<file path="config.mk">
export PLATFORM = sky130hd
export DESIGN_NAME = integrate_feeder
export DESIGN_NICKNAME = d
export VERILOG_FILES = /design/src/rtl/integrate_feeder.sv
export SDC_FILE = /design/constraint.sdc
export NUM_CORES = 1
export LEC_CHECK = 0
export BUFFER_PORTS_ARGS = -buffer_cell sky130_fd_sc_hd__buf_2
export CAP_MARGIN = 30
export CORE_UTILIZATION = 40
export CTS_BUF_LIST = sky130_fd_sc_hd__clkbuf_8 sky130_fd_sc_hd__clkbuf_16
export CTS_CLUSTER_SIZE = 25
export DETAILED_ROUTE_END_ITERATION = 6
export GPL_TIMING_DRIVEN = 0
export SLEW_MARGIN = 10
export SYNTH_ARGS = -nofsm -noshare
export SYNTH_HDL_FRONTEND = slang
export SYNTH_SLANG_ARGS = --single-unit
</file>
<file path="constraint.sdc">
create_clock -name clock -period 2.95 [get_ports clock]
set_input_delay 0.59 -clock clock [delete_from_list [all_inputs] [get_ports clock]]
set_output_delay 0.59 -clock clock [all_outputs]
set_load 0.03 [all_outputs]
</file>
<file path="src/rtl/integrate_feeder.sv">
// Collects IN_NUM valid samples into one packed group for the adder tree and
// delays the group strobe by the tree depth so its sum can be sampled directly.
module integrate_feeder #(
  parameter int IN_NUM    = 8,
  parameter int BIT_WIDTH = 16
) (
  input  logic                        clock,
  input  logic                        reset,
  input  logic                        in_start,
  input  logic                        in_valid,
  input  logic [BIT_WIDTH-1:0]        in_value,
  output logic [IN_NUM*BIT_WIDTH-1:0] out_values,
  output logic                        out_valid,
  output logic                        sum_valid,
  output logic                        dropped
);
  localparam int ADD_DEPTH = (IN_NUM > 1) ? $clog2(IN_NUM) : 0;
  localparam int CNT_W     = (IN_NUM > 1) ? $clog2(IN_NUM) : 1;
  localparam int VEC_W     = IN_NUM * BIT_WIDTH;
  localparam logic [CNT_W-1:0] LAST_SLOT = CNT_W'(IN_NUM - 1);

  logic [CNT_W-1:0] cnt, cnt_next, wr_slot;
  logic [VEC_W-1:0] fill_buf, fill_next;
  logic             group_done;

  // Slot 0 is the first sample and lands at the MSB end of the vector.
  always_comb begin
    wr_slot    = in_start ? '0 : cnt;
    group_done = in_valid && (wr_slot == LAST_SLOT);
    fill_next  = fill_buf;
    cnt_next   = wr_slot;
    if (in_valid) begin
      for (int p = 0; p < IN_NUM; p++) begin
        if (wr_slot == CNT_W'(p))
          fill_next[(IN_NUM-1-p)*BIT_WIDTH +: BIT_WIDTH] = in_value;
      end
      cnt_next = group_done ? '0 : wr_slot + CNT_W'(1);
    end
  end

  always_ff @(posedge clock) begin
    if (reset) begin
      cnt        <= '0;
      fill_buf   <= '0;
      out_values <= '0;
      out_valid  <= 1'b0;
      dropped    <= 1'b0;
    end else begin
      cnt       <= cnt_next;
      fill_buf  <= fill_next;
      out_valid <= group_done;
      dropped   <= in_start && (cnt != '0);
      if (group_done)
        out_values <= fill_next;
    end
  end

  generate
    if (ADD_DEPTH == 0) begin : g_no_delay
      assign sum_valid = out_valid;
    end else begin : g_delay
      logic [ADD_DEPTH-1:0] dly;
      always_ff @(posedge clock) begin
        if (reset) begin
          dly <= '0;
        end else begin
          dly[0] <= out_valid;
          for (int i = 1; i < ADD_DEPTH; i++)
            dly[i] <= dly[i-1];
        end
      end
      assign sum_valid = dly[ADD_DEPTH-1];
    end
  endgenerate

endmodule

</file>
==> metrics.md, run 1 <==
| Metric | Value |
|---|---|
| Status | finished clean |
| Crit path max-delay family | buffers and inverters |
| Synth Cell Area | 9410 sq um |
| Syn_nets | 1052 |
| TritonCTS clock tree | built |
| Highest clock rate | 382 MHz |
| WL/cell | 19.8 um |
| Register area | 4960 sq um |
| Critical path's largest stage delay | 0.45 ns |
| Cell mode on critical path | buf_2 |
| Cell Area, Placed | 10500 sq um |
| Fin. max-slew vios | 0 |
| Die span in x | 155 um |
| Maxcap violations | 0 |
| Worst Skew | 0.0212 ns |
| CTS Buf Count | 26 |
| Area Growth Syn to Fin | 20.0% |
| Critical path class | flip-flop to flip-flop |
| CP cell instances | buf_2, nor2b_1, and2_1, ha_1, and2_1, buf_2, buf_2, buf_1, o21bai_1, a31oi_1 |
| Initial antenna violation count | 2 |
| Commonest cells post-synth | 248 x dfxtp_1, 96 x a21oi_1, 85 x clkbuf_1 |
| Post-synth EDFFs | 0 |
| Worst Max-Slew Pin Slew | 1.03 ns |
| Required @ worst endpoint | 3.41 ns |
| Vias in the first global route | 7871 |
| Setup TNS | 0 ns |
| WP data arrival | 3.08 ns |
| Sequential fraction of the synthesis area | 52.8% |
| H-tree lvl count | 1 |
| Num rows | 55 |
| Clk sink count | 248 |
| Worst-path clk slew | 0.06 ns |
| Worst vdd ir | 0.398 mV |
| Final WL | 30100 um |
| Routability Congestion | 0.813 |
| CTS Hold Bufs | 0 |
| Via density per instance | 5.51 |
| Flops & latches, synth | 248 |
| Synth warnings | 0 |
| Post-layout min period | 2.62 ns |
| Synthesized area per cell | 9.14 sq um |
| Final setup viols | 0 |
| Ys flop type | dfxtp_1 |
| Min-delay src | g_delay.dly[1]$_SDFF_PP0_ |
| Die ar. | 24100 sq um |
| Slowest-stage cell, CP | buf_1 |
| Routed vias | 8388 |
| Post-synth top area share | 52.8% |
| Hold WC Path Type | flip-flop to flip-flop |
| Footprint of the multi-input gates | 3930 sq um |
| Clk root buf | clkbuf_16 |
| DR iter-0 viols | 587 |
| Layout Cell Area excl Fill | 11300 sq um |
| CP bufs+invs | 4 |
| GRT Overall Usage | 24.4% |
| Final hold violations | 0 |
| Hpwl dp | 20000 um |
| Max transition margin | 31.5% |
| Layout cell share with drive strength beyond 1 | 17.8% |
| PD cells | 605 nW/um^2 |
| Leak | 4.76 nW |
| Global-route wire length before repair | 45300 um |
| Post-synth cell types | 36 |
| Post-CTS setup buffers | 0 |
| Synth top area cells | dfxtp_1 53%, o21bai_1 6.4%, a31oi_1 5.3% |
| Cell with the most instances after synthesis | dfxtp_1 |
| Post-layout util | 49.4% |
| Number of port buffers | 132 |
| Worst r2r src | cnt[0]$_SDFF_PP0_ |
| Total gr overflow | 0 |
| Initial Util | 41.2% |
| Nets | 1214 |
| RSZ-0062 raised after global routing | no |
| Leading area contributor after synthesis | dfxtp_1 |
| CTS max path bufs | 3 |
| ANT nets after route | 0 |
| Ys async rst share | 0% |
| Core area | 22800 sq um |
| Ports | 151 |
| Synth Instances | 1030 |
| Worst Path Max Fanout | 10 |
| TritonRoute pass-1 iters | 5 |
| Crit. End Element | flip-flop |
| Largest net degree at the start of global routing | 13 |
| CP Launch Type | flip-flop |
| DR DRC count | 0 |
| Setup crit start | cnt[0]$_SDFF_PP0_ |
| Clock Latency Late Sink | 0.54 ns |
| Final period util | 88.8% |
| Post-CTS Resized | 0 |
| Die height | 155 um |
| Fill count | 2279 |
==> where the power goes <==
| part | internal (W) | switching, W | total, W |
|---|---|---|---|
| Sequential | 0.00337 | 0.0000118 | 0.00339 |
| Combinational | 0.0000903 | 0.000257 | 0.000347 |
| Clock | 0.00178 | 0.00132 | 0.00310 |
==> cells in the final DEF (no fill, tap or decap), types with 2 or more instances in the layout <==
master / Yosys / final
dfxtp_1: 248 / 248
buf_2: 25 / 157
a21oi_1: 96 / 96
clkbuf_1: 85 / 83
nand3_1: 80 / 80
o21bai_1: 80 / 80
a31oi_1: 80 / 80
o21ai_0: 73 / 73
nor2_1: 68 / 68
nand2b_1: 35 / 35
nand2_1: 35 / 35
mux2i_1: 32 / 32
clkbuf_16: 0 / 27
a211oi_1: 17 / 17
nor4_1: 16 / 16
a2111oi_2: 10 / 10
inv_1: 1 / 8
buf_1: 8 / 8
nor2b_1: 7 / 7
o21ai_1: 7 / 7
a2111oi_0: 6 / 6
clkbuf_8: 0 / 6
buf_4: 3 / 3
buf_6: 1 / 3
clkinv_2: 0 / 3
and2_1: 2 / 2
clkbuf_2: 0 / 2
nand3b_1: 2 / 2
ha_1: 2 / 2
==> per-layer routing <==
| metal | up-vias | track usage (%) | wire length, um |
|---|---|---|---|
| li1 | 4017 | - | - |
| met1 | 4014 | 34.0 | 13700 |
| met2 | 314 | 38.7 | 13600 |
| met3 | 41 | 4.21 | 2160 |
| met4 | 2 | 6.35 | 597 |
| met5 | - | 0 | 13 |
==> flip-flops by register name, summed over array words and instances (netlist names) <==
name / count
out_values: 128
fill_buf: 112
cnt: 3
g_delay.dly: 3
dropped: 1
out_valid: 1
==> through the flow <==
| stage | setup WS [ns] | cells | power (W) | hold WS, ns |
|---|---|---|---|---|
| detailed placement | -0.359 | 1476 | 0.00380 | 0.436 |
| global route | 0.0809 | 1520 | 0.00703 | 0.464 |
| CTS | 0.145 | 1519 | 0.00687 | 0.450 |
| floorplan | 0.456 | 1030 | 0.00367 | 0.414 |
| finish | 0.332 | 1521 | 0.00683 | 0.447 |
| global placement | -0.347 | 1475 | 0.00379 | 0.419 |
==> cells by family after synthesis <==
group,Yosys count,synth area share [%]
and+or+nand+nor,252,13.2
buffers and inverters,123,5.44
xor gates and xnor gates,1,0.0931
AOI/OAI and AO/OA,372,24.8
DFF,248,52.8
muxes,32,3.40
adders and majority gates,2,0.266
==> path summary, 6_finish.rpt <==
kind | endpoint | slack (ns) | cells after the start
worst max-delay path | out_values[88]$_SDFFE_PP0N_ | 0.33 | 10
worst min-delay path | g_delay.dly[2]$_SDFF_PP0_ | 0.45 | 1
worst max register to register | out_values[88]$_SDFFE_PP0N_ | 0.33 | 10
worst min register to register | g_delay.dly[2]$_SDFF_PP0_ | 0.45 | 1
==> cell type report <==
type | count | share of cell area, %
clock inverter | 10 | 0.366
inverter | 1 | 0.0332
clock buffer | 33 | 6.72
buffer | 122 | 4.52
antenna | 1 | 0.0222
sequential | 248 | 44.0
timing repair buffer | 134 | 6.05
multi-input combinational | 659 | 34.8
tap | 313 | 3.47
(Power assumes the default switching activity.)
==> run 2, diff against run 1 <==
Settings changed: BUFFER_PORTS_ARGS -buffer_cell sky130_fd_sc_hd__buf_2 to not set, DONT_BUFFER_PORTS set to 1.
Clock period 2.95 ns to 3.25 ns, I/O delays scaled along.
==> metrics.md, run 2 (same netlist as run 1, synthesis figures left out) <==
| Metric | Value |
|---|---|
| CTS Hold Bufs | 0 (unchanged) |
| Final WL | 29600 um (was 30100 um) |
| ANT nets after route | 0 (unchanged) |
| Max transition margin | 25.3% (was 31.5%) |
| WP data arrival | 3.29 ns (was 3.08 ns) |
| Final period util | 89.2% |
| Critical path's largest stage delay | 0.57 ns (was 0.45 ns) |
| Hold WC Path Type | flip-flop to flip-flop (unchanged) |
| Most frequent cells in the layout | 248 x dfxtp_1, 96 x a21oi_1, 85 x clkbuf_1 (was 248 x dfxtp_1, 157 x buf_2, 96 x a21oi_1, 83 x clkbuf_1) |
| Clk sink count | 248 (unchanged) |
| Largest register FFs | 128 (unchanged) |
| Total gr overflow | 0 (unchanged) |
| Largest net degree at the start of global routing | 14 (was 13) |
| GRT Overall Usage | 24.3% (was 24.4%) |
| Top Registers | out_values x128, fill_buf x112 (unchanged) |
| CTS max path bufs | 3 (unchanged) |
| Leak | 4.04 nW (was 4.76 nW) |
| Crit path max-delay family | buffers and inverters (unchanged) |
| Initial antenna violation count | 1 (was 2) |
| Footprint of the multi-input gates | 3930 sq um (unchanged) |
| Die span in x | 155 um (unchanged) |
| Post-layout min period | 2.90 ns |
| Post-CTS Resized | 0 (unchanged) |
| Fin. max-slew vios | 0 (unchanged) |
| Register area | 4960 sq um (unchanged) |
| Initial Util | 41.2% (unchanged) |
| Required @ worst endpoint | 3.64 ns (was 3.41 ns) |
| Routability Congestion | 0.807 (was 0.813) |
| Routed vias | 7811 (was 8388) |
| DR iter-0 viols | 498 (was 587) |
| Number of port buffers | 0 (was 132) |
| Fill count | 2290 (was 2279) |
| Post-CTS setup buffers | 0 (unchanged) |
| Ports | 151 (unchanged) |
| Worst Skew | 0.00960 ns (was 0.0212 ns) |
| CP cell instances | buf_2, clkbuf_1, nor2b_1, and2_1, ha_1, and2_1, buf_2, clkbuf_1, clkbuf_1, a31oi_1 (was buf_2, nor2b_1, and2_1, ha_1, and2_1, buf_2, buf_2, buf_1, o21bai_1, a31oi_1) |
| Area Growth Syn to Fin | 13.5% (was 20.0%) |
| Setup ws final | 0.350 ns (was 0.332 ns) |
| Die height | 155 um (unchanged) |
| WL/cell | 21.2 um (was 19.8 um) |
| Die ar. | 24100 sq um (unchanged) |
| Crit. End Element | flip-flop (unchanged) |
| Post-layout util | 46.8% (was 49.4%) |
| Worst Max-Slew Pin Slew | 1.12 ns (was 1.03 ns) |
| Final hold violations | 0 (unchanged) |
| Cell mode on critical path | clkbuf_1 (was buf_2) |
| Worst Path Max Fanout | 10 (unchanged) |
| Worst vdd ir | 0.359 mV (was 0.398 mV) |
| CP Launch Type | primary input (was flip-flop) |
| Biggest register | out_values (unchanged) |
| Setup TNS | 0 ns (unchanged) |
| Hpwl dp | 19700 um (was 20000 um) |
| PD cells | 596 nW/um^2 (was 605 nW/um^2) |
| Status | finished clean (unchanged) |
| CP bufs+invs | 5 (was 4) |
| Vias in the first global route | 7455 (was 7871) |
| Nets | 1082 (was 1214) |
| Clock Latency Late Sink | 0.53 ns (was 0.54 ns) |
| Via density per instance | 5.61 (was 5.51) |
| Core area | 22800 sq um (unchanged) |
| DR DRC count | 0 (unchanged) |
| Clk root buf | clkbuf_16 (unchanged) |
| Maxcap violations | 0 (unchanged) |
| Final setup viols | 0 (unchanged) |
| Num rows | 55 (unchanged) |
| CTS Buf Count | 27 (was 26) |
| Most common cell after layout, fill and taps aside | dfxtp_1 (unchanged) |
| Critical path class | primary input to flip-flop (was flip-flop to flip-flop) |
| Global-route wire length before repair | 44800 um (was 45300 um) |
| H-tree lvl count | 1 (unchanged) |
| Layout cell share with drive strength beyond 1 | 8.06% (was 17.8%) |
| Pre-CTS WS | -0.163 ns (was -0.359 ns) |
| TritonCTS clock tree | built (unchanged) |
| Worst-path clk slew | 0.06 ns (about the same) |
| RSZ-0062 raised after global routing | no (unchanged) |
| TritonRoute pass-1 iters | 5 (unchanged) |
| Highest clock rate | 345 MHz |
| Slowest-stage cell, CP | clkbuf_1 (was buf_1) |
==> run 2: cell types whose count changed in the layout (fill, tap and decap cells not counted), moves of 2 or more <==
cell      before  now
inv_1          8    6
clkbuf_2       2    0
clkbuf_1      83   85
clkinv_2       3    6
buf_2        157   25
==> run 2: path summary, 6_finish.rpt <==
| kind | startpoint | end | slack [ns] | cells after the start |
|---|---|---|---|---|
| max | in_start | out_values[17]$_SDFFE_PP0N_ | 0.35 | 10 |
| min | g_delay.dly[0]$_SDFF_PP0_ | g_delay.dly[1]$_SDFF_PP0_ | 0.44 | 1 |
| max reg2reg | cnt[0]$_SDFF_PP0_ | out_values[17]$_SDFFE_PP0N_ | 0.40 | 9 |
| min reg2reg | g_delay.dly[0]$_SDFF_PP0_ | g_delay.dly[1]$_SDFF_PP0_ | 0.44 | 1 |
==> run 2: worst register-to-register path, cell delays in order, from the launching register on <==
cell,delay (ns)
dfxtp_1,0.30
buf_2,0.21
nor2b_1,0.22
and2_1,0.19
ha_1,0.24
and2_1,0.14
buf_2,0.18
clkbuf_1,0.57
clkbuf_1,0.51
a31oi_1,0.15
==> run 2: final cells by class <==
class	instances	share of cell area, %
Clock inverter	14	0.890
Tap cell	313	3.67
Buffer	122	4.76
Timing Repair Buffer	1	0.105
Clock buffer	34	7.23
Sequential cell	248	46.5
Inverter	1	0.0351
Multi-Input combinational cell	659	36.8
Antenna cell	1	0.0234
==> run 2: power breakdown <==
part	internal, W	switching, W
clock network	0.00174	0.00124
logic	0.0000800	0.000227
registers	0.00306	0.0000116
total	0.00489	0.00148
==> run 2: stage by stage <==
step / instances / hold WS, ns / cell area [sq um] / total power (W)
floorplan: 1030 / 0.414 / 9410 / 0.00333
global placement: 1343 / 0.416 / 9800 / 0.00344
detailed placement: 1344 / 0.428 / 9810 / 0.00344
CTS: 1392 / 0.442 / 10700 / 0.00641
global route: 1392 / 0.463 / 10700 / 0.00657
finish: 1393 / 0.436 / 10700 / 0.00637
==> run 2: metal layers <==
metal	part of all wire, %	up-vias	track usage [%]
met5	0	-	0
met4	3.0	0	8.78
met3	9.5	59	6.38
met2	44	288	37.1
met1	43	3706	32.8
li1	-	3758	-
